--- src/rtl/stream_accum_if.sv ---
// Stream flag bundle for stream_accum: upstream (uc_*/cu_*) and downstream
// (cd_*/dc_*) signals of one stage.
// slave  : the accumulator's view (consumes uc_*, dc_*; drives cu_*, cd_*).
// master : the surrounding environment's view.
interface stream_accum_if #(
  parameter int W = 16
);
  logic [W-1:0] uc_d0;
  logic [3:0]   uc_mflags;
  logic [1:0]   cu_sflags;
  logic [W-1:0] cd_d0;
  logic [3:0]   cd_mflags;
  logic [1:0]   dc_sflags;

  modport master (
    output uc_d0,
    output uc_mflags,
    output dc_sflags,
    input  cu_sflags,
    input  cd_d0,
    input  cd_mflags
  );

  modport slave (
    input  uc_d0,
    input  uc_mflags,
    input  dc_sflags,
    output cu_sflags,
    output cd_d0,
    output cd_mflags
  );
endinterface

--- src/rtl/stream_accum.sv ---
// stream_accum: integrate-and-dump decimator. Sums groups of cfg_len accepted
// samples, emits (sum >>> cfg_shift) fitted to W bits through a single-entry
// output register with backpressure.
// Build option: define STREAM_ACCUM_SAT_EN to saturate the result to W bits;
// otherwise the result wraps (low W bits kept).
//
// state    | meaning
// ST_IDLE  | no partial group; next accepted sample starts a group
// ST_ACC   | partial group in progress (acc/cnt valid)
module stream_accum #(
  parameter int W     = 16,
  parameter int ACC_W = 24
) (
  input  logic       clk,
  input  logic       rst,
  input  logic [7:0] cfg_len,
  input  logic [3:0] cfg_shift,
  stream_accum_if.slave s
);

  typedef enum logic {ST_IDLE, ST_ACC} state_e;

  localparam logic signed [ACC_W-1:0] RES_MAX = {{(ACC_W-W+1){1'b0}}, {(W-1){1'b1}}};
  localparam logic signed [ACC_W-1:0] RES_MIN = {{(ACC_W-W+1){1'b1}}, {(W-1){1'b0}}};

  state_e                   state_q, state_d;
  logic signed [ACC_W-1:0]  acc_q, acc_d;
  logic [7:0]               cnt_q, cnt_d;
  logic [7:0]               len_q, len_d;
  logic [3:0]               shift_q, shift_d;
  logic                     grp_f_q, grp_f_d;
  logic                     out_v_q, out_v_d;
  logic                     out_f_q, out_f_d;
  logic                     out_l_q, out_l_d;
  logic [W-1:0]             out_d_q, out_d_d;

  logic                     in_v, in_l, in_f, in_a;
  logic                     dn_bsy, up_bsy, accept, start, close;
  logic [7:0]               eff_len;
  logic signed [ACC_W-1:0]  din_ext, sum, res;
  logic [3:0]               shift_use;
  logic                     f_use, close_len;
  logic [W-1:0]             res_fit;
  logic                     unused_dc_res;

  assign in_v   = s.uc_mflags[0];
  assign in_l   = s.uc_mflags[1];
  assign in_f   = s.uc_mflags[2];
  assign in_a   = s.uc_mflags[3];
  assign dn_bsy = s.dc_sflags[0];
  assign unused_dc_res = s.dc_sflags[1];

  // A stalled pending output blocks input, so the output register never overwrites.
  assign up_bsy = out_v_q & dn_bsy;

  assign s.cu_sflags = {1'b0, up_bsy};
  assign s.cd_d0     = out_d_q;
  assign s.cd_mflags = {1'b0, out_f_q, out_l_q, out_v_q};

  // Datapath: group start detection, running sum, shift and W-bit fit.
  always_comb begin
    accept    = in_v & ~up_bsy & ~in_a;
    eff_len   = (cfg_len == 8'd0) ? 8'd1 : cfg_len;
    din_ext   = {{(ACC_W-W){s.uc_d0[W-1]}}, s.uc_d0};
    // F mid-group throws away the partial sum and restarts on this sample.
    start     = accept & ((state_q == ST_IDLE) | in_f);
    sum       = start ? din_ext : (acc_q + din_ext);
    shift_use = start ? cfg_shift : shift_q;
    f_use     = start ? in_f : grp_f_q;
    close_len = start ? (eff_len == 8'd1)
                      : (({1'b0, cnt_q} + 9'd1) == {1'b0, len_q});
    close     = accept & (close_len | in_l);
    res       = sum >>> shift_use;
`ifdef STREAM_ACCUM_SAT_EN
    if (res > RES_MAX) begin
      res_fit = RES_MAX[W-1:0];
    end else if (res < RES_MIN) begin
      res_fit = RES_MIN[W-1:0];
    end else begin
      res_fit = res[W-1:0];
    end
`else
    res_fit = res[W-1:0];
`endif
  end

  // Next-state: FSM, accumulator/counter and output register.
  always_comb begin
    state_d = state_q;
    acc_d   = acc_q;
    cnt_d   = cnt_q;
    len_d   = len_q;
    shift_d = shift_q;
    grp_f_d = grp_f_q;
    out_v_d = out_v_q;
    out_f_d = out_f_q;
    out_l_d = out_l_q;
    out_d_d = out_d_q;

    if (out_v_q && !dn_bsy) begin
      out_v_d = 1'b0;
      out_f_d = 1'b0;
      out_l_d = 1'b0;
    end

    if (in_a) begin
      // Abort drops the partial group but leaves any pending output alone.
      state_d = ST_IDLE;
      acc_d   = '0;
      cnt_d   = '0;
      grp_f_d = 1'b0;
    end else if (accept) begin
      if (start) begin
        len_d   = eff_len;
        shift_d = cfg_shift;
        grp_f_d = in_f;
      end
      if (close) begin
        state_d = ST_IDLE;
        acc_d   = '0;
        cnt_d   = '0;
        grp_f_d = 1'b0;
        out_v_d = 1'b1;
        out_f_d = f_use;
        out_l_d = in_l;
        out_d_d = res_fit;
      end else begin
        state_d = ST_ACC;
        acc_d   = sum;
        cnt_d   = start ? 8'd1 : (cnt_q + 8'd1);
      end
    end
  end

  // State and datapath registers; reset clears everything asynchronously.
  always_ff @(posedge clk or posedge rst) begin
    if (rst) begin
      state_q <= ST_IDLE;
      acc_q   <= '0;
      cnt_q   <= '0;
      len_q   <= 8'd1;
      shift_q <= '0;
      grp_f_q <= 1'b0;
      out_v_q <= 1'b0;
      out_f_q <= 1'b0;
      out_l_q <= 1'b0;
      out_d_q <= '0;
    end else begin
      state_q <= state_d;
      acc_q   <= acc_d;
      cnt_q   <= cnt_d;
      len_q   <= len_d;
      shift_q <= shift_d;
      grp_f_q <= grp_f_d;
      out_v_q <= out_v_d;
      out_f_q <= out_f_d;
      out_l_q <= out_l_d;
      out_d_q <= out_d_d;
    end
  end

endmodule
--- src/flat_wrapper.sv ---
// flat-port wrapper written by rule: the top's interface ports become plain ports
module stream_accum_flat 
#(
  parameter int W     = 16,
  parameter int ACC_W = 24
)
  (clk, rst, cfg_len, cfg_shift, s_uc_d0, s_uc_mflags, s_dc_sflags, s_cu_sflags, s_cd_d0, s_cd_mflags);
  stream_accum_if #(.W(W)) s_i ();
  input  logic clk;
  input  logic rst;
  input  logic [7:0] cfg_len;
  input  logic [3:0] cfg_shift;
  input wire logic [$bits(s_i.uc_d0)-1:0] s_uc_d0;
  input wire logic [$bits(s_i.uc_mflags)-1:0] s_uc_mflags;
  input wire logic [$bits(s_i.dc_sflags)-1:0] s_dc_sflags;
  output wire logic [$bits(s_i.cu_sflags)-1:0] s_cu_sflags;
  output wire logic [$bits(s_i.cd_d0)-1:0] s_cd_d0;
  output wire logic [$bits(s_i.cd_mflags)-1:0] s_cd_mflags;
  assign s_i.uc_d0 = s_uc_d0;
  assign s_i.uc_mflags = s_uc_mflags;
  assign s_i.dc_sflags = s_dc_sflags;
  assign s_cu_sflags = s_i.cu_sflags;
  assign s_cd_d0 = s_i.cd_d0;
  assign s_cd_mflags = s_i.cd_mflags;
  stream_accum #(.W(W), .ACC_W(ACC_W)) u_core (.clk(clk), .rst(rst), .cfg_len(cfg_len), .cfg_shift(cfg_shift), .s(s_i));
endmodule
--- config.mk ---
export PLATFORM = sky130hd
export DESIGN_NAME = stream_accum_flat
export DESIGN_NICKNAME = d
export VERILOG_FILES = /design/src/rtl/stream_accum_if.sv /design/src/rtl/stream_accum.sv /design/src/flat_wrapper.sv
export SDC_FILE = /design/constraint.sdc
export NUM_CORES = 1
export LEC_CHECK = 0
export BUFFER_PORTS_ARGS = -buffer_cell sky130_fd_sc_hd__buf_2
export CAP_MARGIN = 20
export CORE_MARGIN = 2
export CORE_UTILIZATION = 47
export CTS_CLUSTER_DIAMETER = 200
export DETAILED_ROUTE_END_ITERATION = 6
export PLACE_DENSITY = 0.66
export SYNTH_ARGS = -nofsm -noshare
export SYNTH_HDL_FRONTEND = slang
export SYNTH_SLANG_ARGS = --single-unit
--- constraint.sdc ---
create_clock -name clk -period 3.24 [get_ports clk]
set_input_delay 0.324 -clock clk [delete_from_list [all_inputs] [get_ports clk]]
set_output_delay 0.324 -clock clk [all_outputs]
set_load 0.03 [all_outputs]
# Yosys cells after proc, flatten, opt, wreduce, memory -nomap -nowiden
# Cells that the tools add are included.
# totals
regBits,65
input_bits,36
out_inout_bits,22
wordCells,63
# classes
addsub,3
eq_ne,2
shifts,1
n_mux,30
bitwise,10
n_reduce_logical,7
# op_table
cell,n
$mux W24,4
$mux W8,5
$add A24 B16 Y24,1
$sshr A24 B4 Y16,1
$mux W1,20
$add A8 B1 Y9 const B,1
$eq A9 B8 Y1,1
$add A8 B1 Y8 const B,1
$eq A8 B1 Y1 const B,1
$logic_not A8 Y1,1
$reduce_and A3 Y1,2
$and A1 B1 Y1,5
$mux W4,1
$not A1 Y1,3
$or A1 B1 Y1,2
$reduce_and A2 Y1,1
$reduce_bool A2 Y1,1
$logic_and A1 B1 Y1,1
$logic_not A1 Y1,1

# Depth between registers and ports, before layout
# Gate-level depths: netlist of run 1.
# logic_depth
word_depth,11
ltp_mapped,11
ltp_nobuf,11

# Worst setup path before layout of run 1
# No wires, ideal clock.
# synth_path
path_kind,reg-to-reg
from,register u_core.acc_q[0]
to,"register u_core.out_d_q[4], in the netlist u_core.s.cd_d0[4]"
arrival_ps,2874
slack_ps,240
stages_incl_launch_ff,12
path_buffers,0
period_less_slack_ps,3000
path_cell_list,dfrtp_1 > ha_1 > fa_1 > a211oi_2 > o211ai_2 > a311oi_4 > o21bai_1 > xor2_1 > a211oi_1 > o22a_1 > mux2i_1 > a221o_1
# synth_via
elab_chain_len,3
# synth_lines
element,line,text
from (decl),stream_accum.sv:27,"logic signed [ACC_W-1:0] acc_q, acc_d;"
from (signal assigned),stream_accum.sv:139,acc_q <= '0;
from (signal assigned),stream_accum.sv:150,acc_q <= acc_d;
$add A24 B16 Y24,stream_accum.sv:67,sum = start ? din_ext : (acc_q + din_ext);
$mux W24,stream_accum.sv:67,
$sshr A24 B4 Y16,stream_accum.sv:73,res = sum >>> shift_use;
to (signal assigned),stream_accum.sv:158,out_d_q <= out_d_d;
to (decl),stream_accum.sv:35,"logic [W-1:0] out_d_q, out_d_d;"
# Every way passes these cells.
# A chain may end at the register's enable or synchronous reset.

# Worst setup path after layout of run 1
# layout_path
from,register u_core.acc_q[0]
to,"register u_core.out_d_q[10], in the netlist u_core.s.cd_d0[10]"
# The elaborated chain is that of the path after synthesis.

==> impl_metrics.py, run 1 <==
metrics = {
    "grt": {
        "gr-usage-all-layers_pct": 28.2,
        "grt_pass1_vias": 5767,
        "antenna_found_initial": 0,
        "grt_pass1_wl_um": 29600,
        "grt_start_max_net_pins": 48,
        "grt-ovfl-total": 0,
    },
    "cts": {
        "htree_levels": 3,
        "cts.clk_slew.worst_paths_ns": 0.06,
        "ctsRootBufferMaster": "clkbuf_16",
        "cts_buffers": 9,
        "cts_tree": "done",
        "cts.sinks": 65,
        "clk_latency_ns": 0.35,
        "cts.path.max_buffers": 2,
    },
    "synthesis": {
        "synthesis.instances": 723,
        "synth_top_cell_by_area": "dfrtp_1",
        "async_flop_share_pct": 100,
        "yosysSeqAreaShare_pct": 27.6,
        "ys_warn_count": 0,
        "synth_edf_count": 0,
        "synthTopCellsByArea": "dfrtp_1, nand2_1, mux2i_1",
        "synthDistinctLibCells": 91,
        "ys.flop_type": "dfrtp_1",
        "synth_area_mm2": 0.00590,
        "syn_area_per_cell_um2": 8.17,
        "synth_top_area_share_pct": 27.1,
        "ys_seq_elements": 65,
    },
    "worst_setup_path": {
        "worstPathRequired_ns": 3.50,
        "slowest_delay_ns": 0.38,
        "reg2reg_depth": 12,
        "r2r_slack_ns": 0.05,
        "worst_ep_arrival_time_ns": 3.45,
        "cp_max_fo": 4,
        "path_cells": "ha_2 -> fa_2 -> a211oi_2 -> o211ai_2 -> a311oi_4 -> buf_6 -> xnor2_4 -> mux2i_4 -> a221oi_2 -> mux2i_1 -> mux2_2 -> o2111ai_1",
        "crit-reg2reg-launch": "u_core.acc_q[0]",
        "end_kind": "flip-flop",
        "r2r_end": "u_core.s.cd_d0[10]",
        "critPathSlowestCell": "dfrtp_1",
        "crit_type": "reg -> reg",
        "start_kind": "flip-flop",
    },
    "detailed_routing": {
        "drt_wl_total_um": 18300,
        "drcViolationCount": 0,
        "wl_per_cell_um": 18.7,
        "drtPass1Iterations": 6,
        "drtIter0Drc": 469,
        "viasPerCell": 6.25,
        "num_vias": 6092,
        "final_antenna_net_count": 0,
    },
    "run_status": {
        "status": "finished clean",
    },
    "timing": {
        "holdWs_ns": 0.173,
        "fmax_mhz": 314,
        "setup_viol": 0,
        "min_period_over_period_pct": 98.4,
        "finalHoldViolCount": 0,
        "setup_tns_ns": 0,
        "worst_slew_pin_slew_ns": 0.862,
        "maxSlewViolCount": 0,
        "finClkSkew_ns": 0.00576,
        "min_period_ns": 3.19,
        "rsz0062_at_grt": "true",
        "maxSlewHeadroom_pct": 42.5,
    },
    "layout": {
        "antenna_cells": 0,
        "final_cells": 975,
        "multi_input_area_mm2": 0.00410,
        "area_growth_pct": 19.2,
        "fin_util_pct": 57.8,
        "fillerInstances": 1130,
        "nNetsFinal": 863,
        "drive_gt1_share_pct": 24.0,
        "seq_area_mm2": 0.00163,
    },
    "die": {
        "num_rows": 40,
        "die-height_um": 116,
        "start_util_pct": 48.5,
        "coreArea_mm2": 0.0122,
        "fp.dieW_um": 116,
        "io_pins": 58,
        "die-area_mm2": 0.0135,
    },
    "hold_path": {
        "min_from": "cfg_len[2]",
        "hp-class": "in -> reg",
        "worstHoldEndpoint": "u_core.len_q[2]",
        "hold_depth": 3,
    },
    "place": {
        "portBuffers": 54,
        "post-place-cells": 954,
        "gp_congestion": 0.945,
        "dp_hpwl_um": 13300,
    },
    "power": {
        "power.density_mw_per_mm2": 526,
        "vdd_drop_max_uv": 323,
        "leakage_nw": 3.21,
    },
    "run": {
        "max-cap-violations": 0,
    },
}
-- sequential cells by signal, summed over array words and instances, names as in the netlist --
signal          cells
u_core.acc_q       24
u_core.s.cd_d0     16
u_core.cnt_q        8
u_core.len_q        8
u_core.shift_q      4
u_core.grp_f_q      1
u_core.out_f_q      1
u_core.out_l_q      1
u_core.out_v_q      1
u_core.state_q      1
-- placed cells by master (no fill, tap or decap), drive strengths merged, types with 11 or more instances in the layout --
cell / count
nand2: 120
buf: 114
o21ai: 73
dfrtp: 64
a21oi: 51
nor2: 35
mux2i: 34
ha: 24
nand3: 17
xnor2: 15
nor3: 15
o211ai: 15
inv: 14
o21a: 12
a31oi: 12
clkbuf: 11
-- where the power goes --
part	internal (mW)	total (mW)	switching, mW
Combinational	0.638	1.67	1.04
Clock	0.595	0.993	0.398
Sequential	0.946	1.04	0.0899
Total	2.18	3.70	1.52
-- routing by layer --
layer	share of wire (%)	GRT usage (%)
met5	0	0
met4	2.2	9.60
met2	48	45.8
met1	44	38.0
met3	5.2	5.07
-- cell usage after synthesis (8+ instances only) --
cell type	number
a21oi_1	48
nand2_1	120
nor2_1	34
nor3_1	14
xnor2_1	14
dfrtp_1	64
buf_4	8
ha_1	24
nand3_1	17
o22ai_1	8
o21ai_0	58
o21a_1	12
buf_2	17
inv_1	13
nand4_1	8
o211ai_1	11
a31oi_1	11
mux2i_1	33
xor2_1	8
o21ai_1	14
nand2b_1	10
clkbuf_1	21
-- what timing repair did --
item                                   CTS  global route
gates resized for setup                  2            20
setup endpoints to repair                9            16
endpoints found under the hold margin    0             8
pin swaps                                2             8
setup buffers                            0             3
cloned                                   0             0
hold buffers                             0             1
-- cell type report --
class / instances / share of cell area (%)
inverter: 16 / 0.854
multi-input combinational: 595 / 58.3
clock buffer: 11 / 3.31
clock inverter: 5 / 0.800
tap: 168 / 2.99
timing repair buffer: 115 / 10.6
sequential: 65 / 23.1
-- worst max-delay path, delay by kind of cell (launching register included) --
kind,cells,cell delay [ns]
flops,1,0.38
buf+inv,1,0.17
fa+ha+maj,2,0.56
mux,3,0.59
xor+xnor,1,0.12
compound gates,5,1.28
-- how the worst max path moves through the flow --
stage          slack, ns             from  depth (start not counted)            endpoint
4_1_cts            0.003  u_core.acc_q[0]                         13  u_core.s.cd_d0[13]
3_3_place_gp       -0.14       s_uc_d0[0]                         12   u_core.s.cd_d0[4]
5_1_grt            -0.06  u_core.acc_q[0]                         12   u_core.s.cd_d0[8]
6_report            0.05  u_core.acc_q[0]                         12  u_core.s.cd_d0[10]
3_5_place_dp       -0.19       s_uc_d0[0]                         12   u_core.s.cd_d0[4]
2_1_floorplan       0.24  u_core.acc_q[0]                         11   u_core.s.cd_d0[4]
-- logic make-up (layout without fill, tap and decap cells) --
family / after synthesis / in the layout / synth area share (%)
compound gates: 255 / 255 / 30.4
xor+xnor: 23 / 23 / 3.54
fa+ha+maj: 25 / 25 / 5.42
buf+inv: 64 / 147 / 4.94
flops: 65 / 65 / 27.6
mux: 42 / 42 / 7.76
other cells: 1 / 2 / 0.0635
simple gates: 248 / 248 / 20.3
-- stage by stage --
step,cell area [um2],power (mW),worst slack (ns)
after floorplan,5910,2.14,0.240
after global placement,6590,2.60,-0.138
after detailed placement,6590,2.63,-0.187
after CTS,6890,3.64,0.00289
after global routing,7040,3.91,-0.0558
final,7040,3.70,0.0531
(Power assumes the default switching activity.)
==> inputs of run 2 (changes only) <==
ABC_AREA = 1   (was not set)
CORE_MARGIN = 8   (was 2)
==> impl_metrics.py, run 2 <==
metrics = {
    "die": {
        "start_util_pct": 47.6,
        "die-height_um": 129,
        "num_rows": 41,
        "die-area_mm2": 0.0165,
        "fp.dieW_um": 129,
        "coreArea_mm2": 0.0125,
        "io_pins": 58,
    },
    "power": {
        "power_mw": 3.52,
        "power.density_mw_per_mm2": 530,
        "leakage_nw": 3.69,
        "vdd_drop_max_uv": 293,
    },
    "layout": {
        "largest_reg_flops": 24,
        "final_common_cell": "nand2_1",
        "antenna_cells": 0,
        "regMostFlops": "u_core.acc_q",
        "seq_area_mm2": 0.00163,
        "mostFrequentLayoutCells": "nand2_1, nand3_1, inv_1",
        "drive_gt1_share_pct": 12.0,
        "area_growth_pct": 11.5,
        "fillerInstances": 1337,
        "multi_input_area_mm2": 0.00363,
        "nNetsFinal": 1064,
    },
    "grt": {
        "gr-usage-all-layers_pct": 21.1,
        "grt-ovfl-total": 0,
        "grt_start_max_net_pins": 66,
        "grt_pass1_wl_um": 27800,
        "grt_pass1_vias": 5830,
        "antenna_found_initial": 0,
    },
    "synthesis": {
        "ys_warn_count": 0,
        "synth_top_area_share_pct": 26.9,
        "synthesis.instances": 963,
        "synthTopCellsByArea": "dfrtp_1, nand2_1, nand3_1",
        "synth_area_mm2": 0.00596,
        "yosysSeqAreaShare_pct": 27.3,
        "async_flop_share_pct": 100,
        "synthSimpleGateAreaFrac_pct": 45.1,
        "synth_edf_count": 0,
        "synthAdderAreaFrac_pct": 5.38,
        "ys_seq_elements": 65,
        "synthDistinctLibCells": 47,
        "yosysMostFrequentCell": "nand2_1",
        "ys.flop_type": "dfrtp_1",
        "synth_compound_area_share_pct": 8.38,
        "muxShareOfSynthArea_pct": 0.168,
        "syn_area_per_cell_um2": 6.18,
        "synth_xor_area_share_pct": 1.76,
        "synth.top_cells.by_count": "nand2_1, nand3_1, inv_1",
        "synth_top_cell_by_area": "dfrtp_1",
        "synth_top_family_by_area": "simple AND/OR/NAND/NOR gates",
    },
    "worst_setup_path": {
        "end_kind": "flip-flop",
        "worstPathRequired_ns": 3.47,
        "crit_type": "reg -> reg",
        "reg2reg_depth": 16,
        "start_kind": "flip-flop",
        "worst_ep_arrival_time_ns": 2.93,
        "cp_max_fo": 4,
    },
    "place": {
        "dp_hpwl_um": 12800,
        "portBuffers": 54,
        "gp_congestion": 0.921,
    },
    "timing": {
        "rsz0062_at_grt": "false",
        "min_period_over_period_pct": 83.5,
        "maxSlewHeadroom_pct": 42.2,
        "setup_tns_ns": 0,
        "setup_viol": 0,
        "finalHoldViolCount": 0,
        "worst_slew_pin_slew_ns": 0.866,
        "maxSlewViolCount": 0,
        "finClkSkew_ns": 0.00604,
        "min_period_ns": 2.71,
        "fmax_mhz": 370,
    },
    "cts": {
        "post_cts_resized": 0,
        "cts_tree": "done",
        "cts.clk_slew.worst_paths_ns": 0.05,
        "cts_buffers": 9,
        "htree_levels": 3,
        "ctsRootBufferMaster": "clkbuf_16",
        "cts.sinks": 65,
        "cts_hold_buf": 0,
        "cts_setup_buffers": 0,
        "clk_latency_ns": 0.34,
        "cts.path.max_buffers": 2,
    },
    "detailed_routing": {
        "wl_per_cell_um": 14.1,
        "drt_wl_total_um": 16600,
        "num_vias": 6121,
        "drtIter0Drc": 403,
        "drtPass1Iterations": 5,
        "drcViolationCount": 0,
        "viasPerCell": 5.19,
        "final_antenna_net_count": 0,
    },
    "run_status": {
        "status": "finished clean",
    },
    "run": {
        "max-cap-violations": 0,
    },
    "hold_path": {
        "hp-class": "in -> async",
    },
}
[run 2: changes by cell type in the layout (fill, tap and decap cells not counted), moves of 17 or more]
cell     before  now
inv_1        12  122
nand2_1     120  349
o21ai_0      55   38
mux2i_1      31    1
nand3_1      17  164
buf_4        58   10
a21oi_1      48   20
[run 2: worst max-delay path: stages, from the launching register on]
cell and delay, ns:
dfrtp_1 0.38, ha_1 0.23, fa_1 0.48, nand3_1 0.14
nand3_1 0.16, nand2_1 0.09, nand2_1 0.09, nand2_1 0.10
nand3b_1 0.08, nand3_1 0.18, nand3_1 0.13, nand2_1 0.08
nand2_1 0.06, nand3_1 0.11, nand3_1 0.11, nand3_1 0.11
nand2_1 0.06
[run 2: metal layers]
metal  vias to the layer above  global-route usage [%]  share of wire (%)
met1                      2790                    25.8                 46
met2                       141                    35.5                 47
li1                       3155                       -                  -
met3                        35                    3.72                3.8
met5                         -                       0                  0
met4                         0                    9.88                3.6
[run 2: through the flow]
| step | setup slack (ns) | util [%] | hold slack [ns] | cell area [um2] | cells |
|---|---|---|---|---|---|
| 2_1_floorplan | 1.01 | - | 0.397 | 5960 | 964 |
| 3_3_place_gp | 0.523 | 50.4 | 0.459 | 6300 | 1164 |
| 3_5_place_dp | 0.503 | 50.4 | 0.460 | 6300 | 1164 |
| 4_1_cts | 0.544 | 53.1 | 0.207 | 6640 | 1180 |
| 5_1_grt | 0.290 | 53.1 | 0.223 | 6640 | 1180 |
| 6_report | 0.534 | 53.1 | 0.210 | 6640 | 1180 |
[run 2: layout make-up]
type                            count  area share [%]
Multi-Input combinational cell    733            54.6
Sequential cell                    65            24.5
Inverter                          130            7.35
Timing Repair Buffer               64            5.20
Clock buffer                       10            3.45
Tap cell                          172            3.24
Clock inverter                      6            1.62
[run 2: kinds of logic (layout without fill, tap and decap cells)]
logic type               Yosys count  after routing
multiplexers                       1              1
other                              1              2
XOR/XNOR                          12             12
AO/OA/AOI/OAI                     85             85
flip-flops                        65             65
buffers and inverters            166            210
adder cells (fa/ha/maj)           25             25
AND/OR/NAND/NOR                  608            608
[run 2: power breakdown]
part           switching, mW  internal (mW)
logic                  0.954          0.441
registers             0.0636          0.939
clock network          0.372          0.748
total                   1.39           2.13
[run 2: final timing paths]
check	startpoint	end	slack (ns)
worst min register to register	u_core.s.cd_d0[1]	u_core.s.cd_d0[1]	0.47
min in group clk	cfg_len[4]	u_core.len_q[4]	0.21
max in group asynchronous	rst	u_core.shift_q[2]	2.44
worst max-delay path	u_core.acc_q[0]	u_core.s.cd_d0[3]	0.53
worst max register to register	u_core.acc_q[0]	u_core.s.cd_d0[3]	0.53
worst min-delay path	rst	u_core.len_q[6]	0.21
==> inputs of run 3 (changes only) <==
ABC_AREA = 0   (was 1)
clock period = 2.61 ns   (was 3.24 ns; I/O delays follow)
==> impl_metrics.py, run 3 (same netlist as run 1, synthesis figures left out) <==
metrics = {
    "die": {
        "num_rows": 41,
        "die-area_mm2": 0.0164,
        "start_util_pct": 47.4,
        "io_pins": 58,
        "fp.dieW_um": 128,
        "coreArea_mm2": 0.0125,
        "die-height_um": 128,
    },
    "power": {
        "pwr-share-clk_pct": 25.2,
        "switching_power_mw": 2.12,
        "vdd_drop_max_uv": 550,
        "power_mw": 5.14,
        "p_comb_share_pct": 49.6,
        "power.density_mw_per_mm2": 613,
        "p_int_mw": 3.01,
        "seqPwrFrac_pct": 25.2,
        "netSwitchingFraction_pct": 41.3,
        "leakage_nw": 3.88,
    },
    "detailed_routing": {
        "drt_wl_total_um": 20800,
        "wl_per_cell_um": 18.9,
        "final_antenna_net_count": 0,
        "drtPass1Iterations": 5,
        "num_vias": 6572,
        "viasPerCell": 5.96,
        "drtIter0Drc": 573,
        "drcViolationCount": 0,
    },
    "worst_setup_path": {
        "start_kind": "flip-flop",
        "cp_max_fo": 4,
        "crit-reg2reg-launch": "u_core.acc_q[0]",
        "worstPathRequired_ns": 2.87,
        "end_kind": "flip-flop",
        "reg2reg_depth": 12,
        "crit_type": "reg -> reg",
        "r2r_slack_ns": -0.49,
        "r2r_end": "u_core.s.cd_d0[1]",
        "worst_ep_arrival_time_ns": 3.36,
    },
    "place": {
        "dp_slack_ns": -0.619,
        "post-place-cells": 1065,
        "dp_hpwl_um": 15100,
        "placed_area_mm2": 0.00746,
        "gp_congestion": 0.962,
        "portBuffers": 54,
    },
    "layout": {
        "area_growth_pct": 41.8,
        "nNetsFinal": 986,
        "drive_gt1_share_pct": 39.0,
        "antenna_cells": 0,
        "mostFrequentLayoutCells": "buf_4, nand2_1, dfrtp_1",
        "final_common_cell": "buf_4",
        "post-route-cell-area_mm2": 0.00837,
        "final_cells": 1102,
        "largest_reg_flops": 24,
        "regMostFlops": "u_core.acc_q",
    },
    "cts": {
        "htree_levels": 3,
        "cts_hold_buf": 0,
        "ctsRootBufferMaster": "clkbuf_16",
        "cts_buffers": 9,
        "cts.clk_slew.worst_paths_ns": 0.07,
        "clk_latency_ns": 0.35,
        "cts_tree": "done",
        "cts.path.max_buffers": 2,
        "cts.sinks": 65,
    },
    "grt": {
        "grt_pass1_vias": 6790,
        "grt_pass1_wl_um": 33800,
        "antenna_found_initial": 0,
        "gr-usage-all-layers_pct": 25.6,
        "grt-ovfl-total": 0,
        "grt_start_max_net_pins": 41,
    },
    "run_status": {
        "violations": "hold timing, setup timing",
        "status": "finished, violations left",
    },
    "run": {
        "max-cap-violations": 0,
    },
    "timing": {
        "layout_setup_ws_ns": -0.488,
        "finalHoldViolCount": 2,
        "worst_slew_pin_slew_ns": 0.649,
        "finClkSkew_ns": 0.0117,
        "maxSlewHeadroom_pct": 56.5,
        "maxSlewViolCount": 0,
        "holdWs_ns": -0.00653,
        "fmax_mhz": 323,
        "min_period_over_period_pct": 119,
        "rsz0062_at_grt": "true",
        "setup_viol": 16,
        "min_period_ns": 3.10,
    },
    "hold_path": {
        "hp-class": "in -> async",
    },
}
-- run 3: changes by cell type in the layout (fill, tap and decap cells not counted), sizes merged, moves of 10 or more --
cell	delta
buf	+174
o21a	+12
a21oi	+30
nand2	-235
nand2b	+10
o21ai	+22
or2	-14
mux2i	+33
nand3	-150
inv	-114
o211ai	+14
-- run 3: repair_timing --
action                     CTS  global route
pin swaps                   25            23
setup buffers               13            12
setup endpoints to repair   19            31
gates resized for setup     55            37
-- run 3: worst max-delay path, cell delays in order (launching register included) --
cell      delay, ns
dfrtp_1        0.38
ha_2           0.20
fa_2           0.38
a211oi_4       0.26
o211ai_2       0.14
a311oi_4       0.33
buf_4          0.19
xnor2_4        0.12
mux2i_4        0.11
mux4_2         0.54
nand2_2        0.09
o211ai_1       0.09
a41oi_1        0.19
-- run 3: area by class of cell --
| class | instances | area (um2) |
|---|---|---|
| fill | 1010 | 4090 |
| clock inverter | 7 | 77.6 |
| tap | 172 | 215 |
| multi-input combinational | 595 | 4450 |
| timing repair buffer | 238 | 1720 |
| sequential | 65 | 1630 |
| clock buffer | 9 | 225 |
| inverter | 16 | 60.1 |
-- run 3: per-stage QoR --
stage	setup TNS, ns	utilization (%)
6_report	-6.76	67.2
5_1_grt	-9.15	67.2
4_1_cts	-5.64	65.4
3_5_place_dp	-7.98	59.8
3_3_place_gp	-7.13	59.8
2_1_floorplan	-2.18	-
-- run 3: worst max path at each step --
stage / start / endpoint / slack, ns / depth (start not counted)
final: u_core.acc_q[0] / u_core.s.cd_d0[1] / -0.49 / 12
after detailed placement: s_uc_d0[5] / u_core.s.cd_d0[4] / -0.62 / 13
after CTS: u_core.acc_q[0] / u_core.s.cd_d0[1] / -0.43 / 12
after global routing: u_core.acc_q[0] / u_core.s.cd_d0[12] / -0.63 / 12
after global placement: s_uc_d0[5] / u_core.s.cd_d0[4] / -0.61 / 13
after floorplan: u_core.acc_q[0] / u_core.s.cd_d0[1] / -0.26 / 11
-- run 3: power groups by stage --
stage / clock [mW] / sequential, mW / combinational, mW
2_1_floorplan: 0 / 1.48 / 1.18
3_3_place_gp: 0 / 1.30 / 2.19
3_5_place_dp: 0 / 1.30 / 2.21
4_1_cts: 1.31 / 1.29 / 2.40
5_1_grt: 1.36 / 1.31 / 2.73
6_report: 1.29 / 1.29 / 2.55
-- run 3: per-layer routing --
metal  GRT usage (%)  vias up  share of wire [%]
met5               0        -                  0
met4            11.1        0                2.9
met1            31.1     3170                 42
met2            43.8      233                 49
li1                -     3115                  -
met3            4.12       54                5.4
